## src/rtl/cpu_run_sequencer.sv

```systemverilog
// Run controller for a CPU core: multi-cycle core reset, enabled run, self-termination on halt/hang/timeout.
// All outputs are registered. START and ABORT act one edge after sampling. There is no backpressure.
module cpu_run_sequencer #(
  parameter int RST_CYCLES  = 2,
  parameter int MAX_CYCLES  = 1000,
  parameter int STALL_LIMIT = 16,
  parameter int CNT_W       = 32,
  parameter int PC_W        = 32
) (
  input  logic             CLK,
  input  logic             RST,
  input  logic             START,
  input  logic             ABORT,
  input  logic [PC_W-1:0]  PC_IN,
  input  logic [31:0]      INSTR_IN,
  input  logic             INSTR_VALID,
  output logic             CPU_RST,
  output logic             CPU_EN,
  output logic             DONE,
  output logic [1:0]       STATUS,
  output logic [CNT_W-1:0] CYCLES,
  output logic [7:0]       RUN_COUNT
);

  localparam int RC_W = (RST_CYCLES > 1) ? $clog2(RST_CYCLES) : 1;
  localparam int SC_W = $clog2(STALL_LIMIT + 1);

  localparam logic [RC_W-1:0]  RST_LOAD   = RC_W'(RST_CYCLES - 1);
  localparam logic [SC_W-1:0]  STALL_LAST = SC_W'(STALL_LIMIT - 1);
  localparam logic [CNT_W-1:0] CYC_LAST   = CNT_W'(MAX_CYCLES - 1);

  localparam logic [31:0] ECALL  = 32'h0000_0073;
  localparam logic [31:0] EBREAK = 32'h0010_0073;

  typedef enum logic [1:0] {
    S_IDLE  = 2'd0,
    S_RESET = 2'd1,
    S_RUN   = 2'd2,
    S_DONE  = 2'd3
  } state_t;

  state_t          state;
  logic [RC_W-1:0] rst_cnt;
  logic [SC_W-1:0] stall_cnt;
  logic [PC_W-1:0] prev_pc;

  logic first_run;
  logic pc_same;
  logic halt_hit;
  logic hang_hit;
  logic tmo_hit;
  logic go_reset;

  always_comb begin
    // The first RUN cycle has no valid previous PC to compare against.
    first_run = (CYCLES == '0);
    pc_same   = !first_run && (PC_IN == prev_pc);
    halt_hit  = INSTR_VALID && ((INSTR_IN == ECALL) || (INSTR_IN == EBREAK));
    hang_hit  = pc_same && (stall_cnt == STALL_LAST);
    tmo_hit   = (CYCLES == CYC_LAST);
    go_reset  = (((state == S_IDLE) || (state == S_DONE)) && START) ||
                ((state == S_RUN) && ABORT);
  end

  always_ff @(posedge CLK) begin
    if (RST) begin
      state     <= S_IDLE;
      rst_cnt   <= '0;
      stall_cnt <= '0;
      prev_pc   <= '0;
      CPU_RST   <= 1'b1;
      CPU_EN    <= 1'b0;
      DONE      <= 1'b0;
      STATUS    <= 2'b00;
      CYCLES    <= '0;
      RUN_COUNT <= '0;
    end else begin
      case (state)
        S_RESET: begin
          if (rst_cnt == '0) begin
            state   <= S_RUN;
            CPU_RST <= 1'b0;
            CPU_EN  <= 1'b1;
          end else begin
            rst_cnt <= rst_cnt - RC_W'(1);
          end
        end
        S_RUN: begin
          if (!ABORT) begin
            CYCLES    <= CYCLES + CNT_W'(1);
            prev_pc   <= PC_IN;
            stall_cnt <= pc_same ? stall_cnt + SC_W'(1) : '0;
            if (halt_hit || hang_hit || tmo_hit) begin
              state  <= S_DONE;
              CPU_EN <= 1'b0;
              DONE   <= 1'b1;
              STATUS <= halt_hit ? 2'b01 : (hang_hit ? 2'b10 : 2'b11);
              if (RUN_COUNT != 8'hFF) RUN_COUNT <= RUN_COUNT + 8'd1;
            end
          end
        end
        default: ;
      endcase

      // Start from IDLE/DONE and abort from RUN share the same reset-entry path.
      if (go_reset) begin
        state     <= S_RESET;
        rst_cnt   <= RST_LOAD;
        stall_cnt <= '0;
        CPU_RST   <= 1'b1;
        CPU_EN    <= 1'b0;
        DONE      <= 1'b0;
        STATUS    <= 2'b00;
        CYCLES    <= '0;
      end
    end
  end

endmodule

```

## config.mk

```make
export PLATFORM = sky130hd
export DESIGN_NAME = cpu_run_sequencer
export DESIGN_NICKNAME = d
export VERILOG_FILES = /design/src/rtl/cpu_run_sequencer.sv
export SDC_FILE = /design/constraint.sdc
export NUM_CORES = 1
export LEC_CHECK = 0
export CAP_MARGIN = 20
export CORE_MARGIN = 5
export CORE_UTILIZATION = 43
export CTS_CLUSTER_DIAMETER = 200
export DETAILED_ROUTE_END_ITERATION = 6
export PLACE_DENSITY = 0.81
export SLEW_MARGIN = 15
export SYNTH_ARGS = -nofsm -noshare
export SYNTH_HDL_FRONTEND = slang
export SYNTH_SLANG_ARGS = --single-unit
```

## constraint.sdc

```tcl
create_clock -name CLK -period 2.4 [get_ports CLK]
set_clock_uncertainty 0.2 [all_clocks]
set_input_delay 0.24 -clock CLK [delete_from_list [all_inputs] [get_ports CLK]]
set_output_delay 0.24 -clock CLK [all_outputs]
set_load 0.01 [all_outputs]
```

==> metrics, run 1 <==
Residual DRC 0; core area 0.009240 mm2; static leakage 0.002038 uW; Layout area overhead 46.01%; commonest non-fill, non-tap cells in the layout clkdlybuf4s50_1, nand2_1, dfxtp_1; number of distinct library cells after synthesis 51; relative slew slack 67.34%; RD Place Congestion 0.9058; die width 107.3 um; die area 0.01152 mm2; initial antenna violation count 0; CP Data Required Time 2.44 ns; Startpoint Class flop; Cell Area, Synth 0.004074 mm2; I/O Buffers 112; register area share after synthesis 41.77%; DRT iter0 DRCs 156; EDFF count, synth 0; vias per cell 5.246; critical setup path kind flop to flop; fin crit share 102.2%; CTS Buf Count 9; H-Tree Depth 3; filler instances 754; WHS Endpoint prev_pc[17]$_SDFFE_PP0P_; unrepaired setup endpoints after global routing yes; layout cells sized above 1 14.48%; vias post-DR 4081; First-pass DRT Iterations 4; Setup-failing EPs final 4; worst vdd ir 295.9 uV; fin util 64.37%; transition time of the tightest slew-check pin 0.4899 ns; first-pass GRT wire length 18.62 mm; endpoint class of the critical path flop; top post-synthesis cells by area dfxtp_1, xnor2_1, nand2_1, a21oi_1, nor2_1; PwrDens 533.1 mW/mm2; Overflow after GRT 0; Yosys top cell area share 41.77%; IO Pins 114; minimum clock period 2.454 ns; Yosys reg bits 85; r2r endpoint RUN_COUNT[0]$_SDFFE_PP0P_; post-synthesis async set-or-reset flop share 0%; hold depth 2; commonest non-fill, non-tap cell in the layout clkdlybuf4s50_1; wire per inst 14.52 um; Routed WL 11.30 mm; CTS max path bufs 2; adder-cell area share of the yosys netlist 2.150%; failing checks negative setup slack; syn_nets 571; mux contribution to synthesized area 1.075%; final worst slack -0.05382 ns; final hold viol count 0; worst min path class flop to flop; Pint 2303 uW; Post-Synth XOR/XNOR Area 12.47%; worst min-delay path startpoint prev_pc[17]$_SDFFE_PP0P_; initial core utilization 44.09%; Critical R2R Launch CYCLES[0]$_SDFFE_PP0P_; Reg clk slew, reported paths 0.08 ns; chip height 107.3 um; main combinational cell family by area after synthesis simple AND/OR/NAND/NOR gates; Post-DP HPWL 8.497 mm; Max Freq 407.5 MHz; post-synthesis compound-gate area fraction 10.47%; Comb pwr share 19.4%; Mean Syn Cell Area 8.230 um2; cts hold-fix bufs 0; CP max FO 7; worst-case reg-to-reg path depth 8; share of total power in the clock network 32.5%; NumNets Final 721; Cell Count, Final, Fillers Out 778; ant diodes 0; Post-Synthesis Cells 495; Row Count 35; largest net degree at the start of global routing 48; simple-gate share of the synthesized area 28.65%; Setup TNS -0.1290 ns; status complete, but fails checks; Reg power frac 48.1%; Sw Ratio 27.37%; TritonCTS Sinks 85; Ys Warns 0; Final ANT Viol Nets 0; reg2reg setup slack -0.05 ns; crit path DAT 2.49 ns; GRT Util Overall 19.82%; number of global-route vias before repair 4030; count of pins over their slew limit 0; Worst-Skew Late Latency 0.36 ns; max-cap violations 0; main flop type after synthesis dfxtp_1; CTS tree done; Yosys top cell by area dfxtp_1; placed cells 759; Root Buffer clkbuf_8; Net Sw Power 867.9 uW
## worst max-delay path, cell delays in order, from the launching register on
cell	delay, ns
dfxtp_4	0.36
inv_4	0.06
ha_4	0.11
or4b_4	0.46
nor4_4	0.22
a31oi_2	0.16
a32o_2	0.34
nand2_2	0.11
mux2_4	0.30
## cell usage after synthesis, types with 2 or more instances
| cell | number |
|---|---|
| a211oi_1 | 5 |
| a21o_1 | 2 |
| a21oi_1 | 46 |
| a31oi_1 | 3 |
| and3_1 | 4 |
| and4_1 | 5 |
| buf_1 | 3 |
| buf_6 | 2 |
| clkbuf_1 | 16 |
| dfxtp_1 | 85 |
| ha_1 | 7 |
| inv_1 | 10 |
| mux2_2 | 3 |
| nand2_1 | 90 |
| nand2b_1 | 4 |
| nand3_1 | 12 |
| nand4_1 | 21 |
| nor2_1 | 49 |
| nor2b_1 | 4 |
| nor3_1 | 4 |
| nor3_2 | 2 |
| nor3b_1 | 2 |
| nor4_1 | 12 |
| nor4b_1 | 4 |
| nor4bb_1 | 2 |
| o21ai_0 | 9 |
| or3_1 | 8 |
| or3_2 | 2 |
| xnor2_1 | 47 |
| xor2_1 | 11 |
## cell type report
class,count,area (um2),share of cell area [%]
multi-input cells,378,2349,39.48
flip-flops and latches,85,1707,28.69
repair buffers,161,1493,25.09
well taps,129,161.4,2.714
clock buffers,12,155.1,2.608
clock inverters,3,43.79,0.7362
inverters,10,40.04,0.6731
## metal layers
layer / GRT usage (%) / routed length (um)
met5: 0 / 0
met3: 4.259 / 643
met4: 6.853 / 182
met1: 23.64 / 4626
met2: 35.12 / 5846
## sequential cells by signal, indices dropped and copies added (netlist names)
| name | flops |
|---|---|
| stall_cnt | 5 |
| state | 2 |
| CPU_RST | 1 |
| RUN_COUNT | 8 |
| DONE | 1 |
| STATUS | 2 |
| CPU_EN | 1 |
| prev_pc | 32 |
| CYCLES | 32 |
| rst_cnt | 1 |
## power by group through the flow
stage               Sequential (uW)  Combinational, uW  Clock, uW
floorplan                      1550                342          0
global placement               1550                574          0
detailed placement             1560                596          0
CTS                            1520                605       1060
global route                   1530                681       1110
finish                         1530                615       1030
## per-stage QoR
step	hold slack (ns)	worst slack (ns)	area, um2	total power [uW]
2_1_floorplan	0.1440	-0.001257	4101	1895
3_3_place_gp	0.2537	-0.2055	5619	2125
3_5_place_dp	0.2629	-0.2280	5619	2152
5_1_grt	0.2885	-0.1289	5948	3323
4_1_cts	0.2633	-0.04074	5899	3185
6_report	0.2703	-0.05382	5948	3171
## worst max path at each step
| stage | depth (start not counted) | endpoint | from | slack [ns] |
|---|---|---|---|---|
| 2_1_floorplan | 9 | RUN_COUNT[2]$_SDFFE_PP0P_ | CYCLES[0]$_SDFFE_PP0P_ | -0.001 |
| 3_3_place_gp | 8 | RUN_COUNT[2]$_SDFFE_PP0P_ | PC_IN[21] | -0.21 |
| 3_5_place_dp | 8 | RUN_COUNT[7]$_SDFFE_PP0P_ | PC_IN[13] | -0.23 |
| 4_1_cts | 8 | RUN_COUNT[0]$_SDFFE_PP0P_ | CYCLES[0]$_SDFFE_PP0P_ | -0.04 |
| 5_1_grt | 9 | RUN_COUNT[6]$_SDFFE_PP0P_ | CYCLES[0]$_SDFFE_PP0P_ | -0.13 |
| 6_report | 8 | RUN_COUNT[0]$_SDFFE_PP0P_ | CYCLES[0]$_SDFFE_PP0P_ | -0.05 |
## what timing repair did
item / 4_1_cts / 5_1_grt
setup endpoints to repair: 12 / 12
endpoints found under the hold margin: 0 / 0
pin swaps: 5 / 3
buffers inserted: 2 / 2
gates resized for setup: 12 / 6
gates cloned: 0 / 0
## cells by family (layout without fill, tap and decap cells)
group,after synthesis,in the layout
XOR/XNOR,58,58
multiplexers,4,4
AO/OA/AOI/OAI,74,74
flip-flops,85,85
AND/OR/NAND/NOR,235,235
buffers and inverters,32,186
adder cells (fa/ha/maj),7,7
No activity file was read; power rests on OpenSTA's default activity.
==> run 2: changes to the inputs <==
--- a/config.mk
+++ b/config.mk
@@ -10,7 +10,7 @@
 export CORE_UTILIZATION = 43
 export CTS_CLUSTER_DIAMETER = 200
 export DETAILED_ROUTE_END_ITERATION = 6
-export PLACE_DENSITY = 0.81
+export PLACE_DENSITY = 0.76
 export SLEW_MARGIN = 15
 export SYNTH_ARGS = -nofsm -noshare
 export SYNTH_HDL_FRONTEND = slang
==> metrics, run 2 (synthesis gave the netlist of run 1 again) <==
initial core utilization 44.09% (unchanged); top flop regs CYCLES x32, prev_pc x32, RUN_COUNT x8 (unchanged); initial antenna violation count 0 (unchanged); die width 107.3 um (unchanged); Setup TNS 0 ns (was -0.1290 ns); layout cells sized above 1 16.57% (was 14.48%); Critical R2R Launch CYCLES[0]$_SDFFE_PP0P_ (unchanged); critical setup path kind flop to flop (unchanged); first-pass GRT wire length 17.82 mm (was 18.62 mm); unrepaired setup endpoints after global routing yes (unchanged); NumNets Final 729 (was 721); final hold viol count 0 (unchanged); CTS max path bufs 2 (unchanged); DRT iter0 DRCs 162 (was 156); CTS tree done (unchanged); Residual DRC 0 (unchanged); chip height 107.3 um (unchanged); Startpoint Class flop (unchanged); commonest non-fill, non-tap cell in the layout clkdlybuf4s50_1 (unchanged); worst min path class flop to flop (unchanged); Post-DP HPWL 8.270 mm (was 8.497 mm); CP max FO 7 (unchanged); die area 0.01152 mm2 (unchanged); commonest non-fill, non-tap cells in the layout clkdlybuf4s50_1, nand2_1, dfxtp_1 (unchanged); worst vdd ir 428.0 uV (was 295.9 uV); Reg power frac 46.3% (was 48.1%); critical-path cell list inv_4, ha_4, or4b_4, nor4_4, a31oi_1, a32o_2, buf_6, buf_6, a211oi_2 (was inv_4, ha_4, or4b_4, nor4_4, a31oi_2, a32o_2, nand2_2, mux2_4); worst-case reg-to-reg path depth 9 (was 8); r2r endpoint RUN_COUNT[6]$_SDFFE_PP0P_ (was RUN_COUNT[0]$_SDFFE_PP0P_); IO Pins 114 (unchanged); area occupied by multi-input gates 0.002396 mm2 (was 0.002349 mm2); Comb pwr share 18.7% (was 19.4%); Root Buffer clkbuf_8 (unchanged); critical path's slowest cell or4b_4 (unchanged); vias post-DR 4011 (was 4081); Sw Ratio 27.29% (was 27.37%); CP Data Required Time 2.48 ns (was 2.44 ns); Overflow after GRT 0 (unchanged); number of global-route vias before repair 3840 (was 4030); static leakage 0.002106 uW (was 0.002038 uW); PwrDens 540.3 mW/mm2 (was 533.1 mW/mm2); share of total power in the clock network 35.0% (was 32.5%); largest stage delay on the critical path 0.46 ns (about the same); end point of the critical path RUN_COUNT[6]$_SDFFE_PP0P_ (was RUN_COUNT[0]$_SDFFE_PP0P_); count of pins over their slew limit 0 (unchanged); largest net degree at the start of global routing 48 (unchanged); GRT Util Overall 18.96% (was 19.82%); Pint 2393 uW (was 2303 uW); I/O Buffers 112 (unchanged); Final ANT Viol Nets 0 (unchanged); max-cap violations 0 (unchanged); TritonCTS Sinks 85 (unchanged); Net Sw Power 898.3 uW (was 867.9 uW); RD Place Congestion 0.8507 (was 0.9058); Row Count 35 (unchanged); Routed WL 10.97 mm (was 11.30 mm); relative slew slack 68.04% (was 67.34%); minimum clock period 2.387 ns (was 2.454 ns); Worst-Skew Late Latency 0.35 ns (was 0.36 ns); endpoint class of the critical path flop (unchanged); crit path DAT 2.47 ns (was 2.49 ns); reg2reg setup slack 0.01 ns (was -0.05 ns); Worst Setup SP CYCLES[0]$_SDFFE_PP0P_ (unchanged); wire per inst 13.94 um (was 14.52 um); filler instances 804 (was 754); final worst slack 0.01291 ns (was -0.05382 ns); Reg clk slew, reported paths 0.09 ns (was 0.08 ns); status completed (was complete, but fails checks); H-Tree Depth 3 (unchanged); Setup-failing EPs final 0 (was 4); Max Freq 418.9 MHz (was 407.5 MHz); Layout area overhead 49.54% (was 46.01%); Worst path most repeated cell buf_6; FF/Latch Area 0.001707 mm2 (unchanged); Post-Place Setup Slack -0.2622 ns (was -0.2280 ns); CTS Buf Count 9 (unchanged); First-pass DRT Iterations 4 (unchanged); fin crit share 99.46% (was 102.2%); core area 0.009240 mm2 (unchanged); transition time of the tightest slew-check pin 0.4794 ns (was 0.4899 ns); vias per cell 5.097 (was 5.246); ant diodes 0 (unchanged)
## run 2: cell count changes in the layout (fill, tap and decap cells not counted), sizes merged
cell and change:
buf +8, clkbuf -2, bufinv +1, clkinv +1, inv +1
## run 2: cell type report
cell class	instances	share of cell area, %
Clock inverter	6	1.540
Tap cell	129	2.649
Multi-Input combinational cell	378	39.33
Timing Repair Buffer	169	25.55
Inverter	10	0.6572
Sequential cell	85	28.01
Clock buffer	10	2.259
## run 2: power by group through the flow
stage	registers [uW]	clock network [uW]	logic (uW)
detailed placement	1560	0	597
CTS	1520	1190	608
global placement	1550	0	575
finish	1520	1150	616
floorplan	1550	0	342
global route	1530	1250	681
## run 2: worst min path at each step
| stage | from | slack [ns] | endpoint | depth (start not counted) |
|---|---|---|---|---|
| after floorplan | ABORT | 0.14 | state[1]$_SDFFE_PP0P_ | 1 |
| after global placement | CPU_RST$_SDFFE_PP1P_ | 0.24 | CPU_RST$_SDFFE_PP1P_ | 1 |
| after detailed placement | CPU_RST$_SDFFE_PP1P_ | 0.24 | CPU_RST$_SDFFE_PP1P_ | 1 |
| after CTS | PC_IN[31] | 0.26 | prev_pc[31]$_SDFFE_PP0P_ | 3 |
| after global routing | PC_IN[31] | 0.27 | prev_pc[31]$_SDFFE_PP0P_ | 3 |
| final | CPU_RST$_SDFFE_PP1P_ | 0.26 | CPU_RST$_SDFFE_PP1P_ | 1 |
## run 2: layer usage
| layer | vias up | GRT usage (%) | part of all wire, % |
|---|---|---|---|
| li1 | 2023 | - | - |
| met1 | 1890 | 22.23 | 41 |
| met2 | 87 | 34.18 | 52 |
| met4 | 0 | 4.328 | 0.95 |
| met3 | 11 | 5.399 | 5.6 |
| met5 | - | 0 | 0 |
## run 2: what timing repair did
item / 4_1_cts / 5_1_grt
endpoints found under the setup margin: 11 / 17
setup buffers: 3 / 2
pin swaps: 5 / 4
gates resized for setup: 16 / 12
hold buffers: 0 / 0
## run 2: through the flow
step | instances | hold WS, ns | utilization, % | area, um2 | power, uW
final | 787 | 0.2644 | 65.93 | 6092 | 3291
after global routing | 787 | 0.2665 | 65.93 | 6092 | 3460
after CTS | 785 | 0.2644 | 65.01 | 6007 | 3319
after detailed placement | 766 | 0.2436 | 61.38 | 5672 | 2152
after global placement | 766 | 0.2444 | 61.38 | 5672 | 2126
after floorplan | 495 | 0.1440 | - | 4101 | 1895
## run 2: critical path, delay by kind of cell (launching register included)
kind | cells | cell delay (ns)
compound gates | 3 | 0.68
simple gates | 2 | 0.65
buf+inv | 3 | 0.33
fa+ha+maj | 1 | 0.11
flops | 1 | 0.36
